===== config.mk =====
export PLATFORM = sky130hd
export DESIGN_NAME = rr_bus_arbiter
export DESIGN_NICKNAME = d
export VERILOG_FILES = /design/src/rtl/rr_bus_arbiter.sv
export SDC_FILE = /design/constraint.sdc
export NUM_CORES = 1
export LEC_CHECK = 0
export CORE_AREA = 4 4 41 43
export CTS_BUF_LIST = sky130_fd_sc_hd__clkbuf_4
export DETAILED_ROUTE_END_ITERATION = 8
export DIE_AREA = 0 0 45 47
export GPL_TIMING_DRIVEN = 0
export PLACE_DENSITY = 0.7
export SLEW_MARGIN = 20
export SYNTH_ARGS = -nofsm -noshare
export SYNTH_HDL_FRONTEND = slang
export SYNTH_SLANG_ARGS = --single-unit

===== constraint.sdc =====
create_clock -name clk -period 1.8 [get_ports clk]
set_input_delay 0.36 -clock clk [delete_from_list [all_inputs] [get_ports clk]]
set_output_delay 0.36 -clock clk [all_outputs]
set_load 0.05 [all_outputs]

===== src/rtl/rr_bus_arbiter.sv =====
// Round-robin arbiter granting one shared bus to one of 2**N requesters, with registered outputs.
// Define ARB_TIMEOUT_EN to enable forced release of an owner after MAX_HOLD busy cycles.
module rr_bus_arbiter #(
  parameter int N        = 2,
  parameter int MAX_HOLD = 8
) (
  input  logic              clk,
  input  logic              rst,
  input  logic [2**N-1:0]   req,
  input  logic              done,
  output logic [2**N-1:0]   grant,
  output logic [N-1:0]      grant_idx,
  output logic              grant_valid,
  output logic              timeout
);

  localparam int NREQ = 2**N;

  localparam logic [0:0] IDLE = 1'b0;
  localparam logic [0:0] BUSY = 1'b1;

  if (MAX_HOLD < 1) begin : g_bad_hold
    $error("MAX_HOLD must be at least 1");
  end

  logic [0:0]   state;
  logic [N-1:0] ptr;
  logic [N-1:0] pick_idx;
  logic         pick_found;
  logic         force_rel;
  logic         release_now;

  // Scan from ptr upward; N-bit addition wraps NREQ-1 back to 0 for free.
  // NOTE: every always_comb output gets a default first so no latch is inferred.
  always_comb begin
    pick_idx   = ptr;
    pick_found = 1'b0;
    for (int i = NREQ - 1; i >= 0; i--) begin
      if (req[ptr + N'(i)]) begin
        pick_idx   = ptr + N'(i);
        pick_found = 1'b1;
      end
    end
  end

`ifdef ARB_TIMEOUT_EN
  localparam int CW = (MAX_HOLD > 1) ? $clog2(MAX_HOLD) : 1;

  logic [CW-1:0] hold_cnt;
  logic [NREQ-1:0] others;

  always_comb begin
    others    = req & ~grant;
    force_rel = (hold_cnt == CW'(MAX_HOLD - 1)) && (|others);
  end

  // Cleared on entry to BUSY, saturates at MAX_HOLD-1 while nobody else waits.
  always_ff @(posedge clk) begin
    if (rst) begin
      hold_cnt <= '0;
    end else if (state == IDLE) begin
      hold_cnt <= '0;
    end else if (hold_cnt != CW'(MAX_HOLD - 1)) begin
      hold_cnt <= hold_cnt + CW'(1);
    end
  end
`else
  assign force_rel = 1'b0;
`endif

  assign release_now = done || !req[grant_idx] || force_rel;

  // NOTE: sequential state uses non-blocking assignments only.
  always_ff @(posedge clk) begin
    if (rst) begin
      state       <= IDLE;
      ptr         <= '0;
      grant       <= '0;
      grant_idx   <= '0;
      grant_valid <= 1'b0;
      timeout     <= 1'b0;
    end else begin
      timeout <= 1'b0;
      case (state)
        IDLE: begin
          if (pick_found) begin
            grant_idx   <= pick_idx;
            grant       <= NREQ'(1) << pick_idx;
            grant_valid <= 1'b1;
            state       <= BUSY;
          end
        end
        default: begin
          if (release_now) begin
            grant       <= '0;
            grant_valid <= 1'b0;
            ptr         <= grant_idx + N'(1);
            timeout     <= force_rel;
            state       <= IDLE;
          end
        end
      endcase
    end
  end

endmodule

### Word level (Yosys, flattened, before mapping)

Index checks and enable logic that the tools add are counted.

| word-level totals | value |
|---|---|
| flip-flop bits (word level) | 10 |
| input bits | 7 |
| output and inout bits | 8 |
| logic and storage cells | 50 |

| operators by class | value |
|---|---|
| muxes and demuxes | 27 |
| bitwise gates (word level) | 1 |
| reductions and logical operators | 6 |
| shift-type cells | 1 |
| add/subtract/negate cells | 4 |
| equality and inequality tests | 1 |
| order comparisons | 5 |

Operators with widths:

| operator | count |
|---|---|
| $lt A2 B3 Y1 const B | 5 |
| $mux W1 | 15 |
| $mux W4 | 3 |
| $bmux W1 S2 | 5 |
| $mux W2 | 4 |
| $reduce_and A2 Y1 | 3 |
| $add A2 B1 Y2 const B | 2 |
| $add A2 B2 Y2 const B | 2 |
| $shl A1 B2 Y4 const A | 1 |
| $ne A2 B1 Y1 const B | 1 |
| $reduce_bool A2 Y1 | 1 |
| $logic_not A1 Y1 | 1 |
| $logic_or A1 B1 Y1 | 1 |
| $not A1 Y1 | 1 |

### Depth between registers and ports, before layout

| logic depth | value |
|---|---|
| word-level depth | 10 |
| depth in mapped cells | 6 |
| mapped depth without buffers | 5 |

### Least setup slack after synthesis

No wires, ideal clock.

| timing path | value |
|---|---|
| path type | flip-flop to flip-flop |
| from | register grant_idx[0] |
| to | register grant[2] |
| slack | 92 ps |
| buffers on the path | 1 |
| stages on the path, launching flop included | 7 |
| data required time | 1733 ps |
| arrival time | 1640 ps |
| setup time | 67 ps |
| clock period less this slack | 1708 ps |
| cell sequence | dfxtp_1 -> buf_2 -> mux2i_1 -> o221a_2 -> nor2_1 -> nand2_1 -> a21oi_2 |

| between the ends | value |
|---|---|
| cells in the longest elaborated chain, start to end | 6 |

RTL lines:

| item | RTL line | source |
|---|---|---|
| from (decl) | 12 | `output logic [N-1:0] grant_idx,` |
| from (signal assigned) | 87 | `grant_idx <= pick_idx;` |
| $bmux W1 S2 | 71 | `assign release_now = done \|\| !req[grant_idx] \|\| force_rel;` |
| $mux W1 (implied by the code) | 71 |  |
| $logic_not A1 Y1 | 71 |  |
| $logic_or A1 B1 Y1 | 71 |  |
| $ne A2 B1 Y1 (no line) | -- |  |
| $reduce_and A2 Y1 (no line) | -- |  |
| to (signal assigned) | 88 | `grant <= NREQ'(1) << pick_idx;` |
| to (decl) | 11 | `output logic [2**N-1:0] grant,` |

No other way between the ends. The select of a mux whose other input is x is not followed.
A chain may end at the register's enable or synchronous reset.

### Final worst setup path

| timing path | value |
|---|---|
| from | register grant[0] |
| to | output port grant[0] |

No word-level cell between the ends.

==> run_results.csv <==
group,metric,value,unit
run_status,outcome,"finished clean",
yosys,ys_seq_area_frac,0.382,
yosys,synth_area,524,µm²
clock_tree,hold_buffers,0,
clock_tree,cts.path.max_buffers,2,
yosys,yosysWarnings,0,
worst_setup_path,r2r-end,"grant[0]",
floorplanning,die_area,2120,µm²
timing,hold_viol,0,
drt,drt-total-wl,1060,µm
pwr,p_total,0.000634,W
grt,grt_pass1_wl,1850,µm
timing,slew_viol_final,0,
grt,track_usage,0.125,
layout,utilization,0.535,
worst_setup_path,crit_path_end_kind,"output port",
drt,wire_per_inst,11.4,µm
worst_setup_path,cpPeakStageDelay,0.80,ns
clock_tree,cts_buffers,3,
layout,multi_input_area,310,µm²
clock_tree,cts_sinks,10,
worst_setup_path,arrival,1.39,ns
worst_setup_path,cpMaxStageDelayCell,"clkdlybuf4s50_1",
clock_tree,cts_root_buf,"clkbuf_4",
worst_setup_path,regToRegStartpoint,"ptr[1]",
drt,wl_met3,51,µm
drt,viasPerCell,5.17,
worst_setup_path,cp_num_cells,1,
pwr,vdd_drop_max,407,µV
yosys,synth.distinct_cells,30,
worst_setup_path,path_class,"reg2out",
drt,drcViolationCount,0,
timing,max_freq,571,MHz
clock_tree,clk_pin_slew,0.07,ns
placed_design,post-place-ws,-0.312,ns
layout,nets,86,
grt,antenna_found_initial,0,
grt,grt_max_degree,11,
timing,finClkSkew,0.00329,ns
layout,diodes,0,
timing,setup_slack,0.0476,ns
yosys,synth_top_family_by_area,"simple AND/OR/NAND/NOR gates",
hold_path,hold_end,"grant[1]",
floorplanning,std_cell_rows,13,
grt,grt_pass1_vias,441,
timing,setup_tns,0,ns
timing,fin_crit_sh,0.974,
placed_design,dpl.hpwl,802,µm
yosys,synthMuxAreaShare,0.0573,
hold_path,hold_depth,2,
drt,wl_met1,502,µm
worst_setup_path,worstPathCellList,"clkdlybuf4s50_1",
worst_setup_path,worstPathMaxFanout,2,
placed_design,port_buffers,12,
layout,fillCellCount,137,
drt,top_layer_used,"met4",
clock_tree,clock_latency,0.26,ns
clock_tree,cts_tree,"done",
yosys,synthSimpleGateAreaFrac,0.310,
yosys,synth_compound_area_frac,0.189,
worst_setup_path,reg2reg_depth,5,
pwr,power_density,912,nW/µm²
yosys,synth_fp_nets,69,
drt,drt_first_pass_iters,4,
drt,drt-initial-drc-count,7,
drt,vias,481,
yosys,syn_avg_cell_area,8.46,µm²
hold_path,worstHoldStart,"grant[1]",
worst_setup_path,rrSetupSlack,0.32,ns
layout,design_area,696,µm²
floorplanning,ios,15,
floorplanning,start_util,0.403,
floorplanning,die_w,45,µm
layout,drive_gt1_frac,0.141,
clock_tree,htreeDepth,1,
run,maxCapViolCount,0,
drt,route.met2.wl,485,µm
hold_path,hold_path_class,"reg2reg",
worst_setup_path,start_kind,"flip-flop",
yosys,synth-adder-area-share,0,
timing,finalSetupViolCount,0,
worst_setup_path,critPathRequiredTime,1.44,ns
pwr,p_leak,0.277,nW
grt,grt_overflow,0,
placed_design,gp_congestion,0.764,
yosys,synthCells,62,
worst_setup_path,worstPathBufferInverterCount,1,
placed_design,placed_area,663,µm²
layout,areaGrowthSynthToFinish,32.7,%
drt,antenna_violating_nets_post_route,0,
yosys,synth_seq_cells,10,
floorplanning,die_h,47,µm
worst_setup_path,cp_top_family,"buffers and inverters",
floorplanning,coreArea,1300,µm²
timing,period_needed,1.75,ns
yosys,synthXorXnorAreaFrac,0.0167,
layout,regArea,200,µm²
[worst max path at each step]
stage                 start        to  slack, ns
3_5_place_dp         req[3]  grant[0]      -0.31
6_report           grant[0]  grant[0]       0.05
4_1_cts            grant[0]  grant[0]       0.03
5_1_grt              req[2]  grant[2]     -0.001
3_3_place_gp         req[3]  grant[0]      -0.31
2_1_floorplan  grant_idx[0]  grant[2]       0.09
[cells in the mapped netlist]
master,number,share of area
xnor2_1,1,0.017
nor2_1,9,0.064
nand3_1,1,0.0095
conb_1,1,0.0072
a311oi_1,1,0.017
nor4_1,1,0.012
buf_2,1,0.0095
and2b_1,1,0.014
o221a_2,2,0.043
a21oi_2,1,0.017
dfxtp_1,10,0.38
a211oi_1,1,0.014
a21oi_1,3,0.029
nor3_1,3,0.029
nand2b_1,3,0.036
mux2i_1,3,0.057
buf_4,1,0.014
nor2_2,1,0.012
or2_1,1,0.012
buf_1,1,0.0072
nor2b_1,3,0.036
nand3b_1,1,0.014
a2bb2oi_1,2,0.033
or4_4,1,0.021
and3b_1,1,0.017
nand4_1,1,0.012
o21ai_0,2,0.019
nand2_1,3,0.021
inv_1,1,0.0072
a32oi_1,1,0.017
[kinds of logic after synthesis]
logic type / Yosys count
multiplexers: 3
other: 1
buffers and inverters: 4
AND/OR/NAND/NOR: 30
AO/OA/AOI/OAI: 13
flip-flops: 10
XOR/XNOR: 1
[cell usage in the layout (no fill, tap or decap), drive strengths merged, types with 2 or more instances in the layout]
cell           Yosys  layout
dfxtp             10      10
nor2              10      10
clkdlybuf4s50      0       9
a21oi              4       4
nor2b              3       3
nor3               3       3
nand2              3       3
mux2i              3       3
nand2b             3       3
clkbuf             0       3
buf                3       3
a2bb2oi            2       2
o21ai              2       2
o221a              2       2
dlygate4sd2        0       2
[worst register-to-register path, stage by stage (launching register included)]
cell	delay [ns]
dfxtp_1	0.36
and3b_1	0.19
or4_4	0.50
nand3_1	0.10
a2bb2oi_1	0.15
nor2_1	0.05
[metal layers]
metal	up-vias	GRT usage
met5	-	0
met3	2	0.0230
met2	12	0.198
met4	0	0.105
met1	215	0.145
li1	252	-
[metrics by stage]
stage / cells / hold WS, ns
after floorplan: 62 / 0.476
after global placement: 89 / 0.439
after detailed placement: 89 / 0.446
after CTS: 93 / 0.456
after global routing: 93 / 0.466
final: 93 / 0.452
[flip-flops by register name, indices dropped and copies added, names as in the netlist]
signal and count:
grant 4, grant_idx 2, ptr 2, grant_valid 1, state 1
[layout make-up]
cell class,count,share of cell area
inverter,1,0.00540
clock buffer,3,0.0324
timing repair buffer,12,0.173
buffer,3,0.0234
clock inverter,1,0.00540
multi-input combinational,48,0.446
tap,15,0.0270
sequential,10,0.288
[timing repair]
| item | 4_1_cts | 5_1_grt |
|---|---|---|
| pin swaps | 0 | 0 |
| resized for setup | 2 | 2 |
| setup endpoints to repair | 2 | 4 |
| hold endpoints to repair | 0 | 0 |
| setup buffers | 0 | 0 |
[report_power, final]
part	switching, W	internal (W)
logic	0.000128	0.0000865
registers	0.0000177	0.000245
clock network	0.0000768	0.0000800
total	0.000223	0.000411
(Power assumes the default switching activity.)
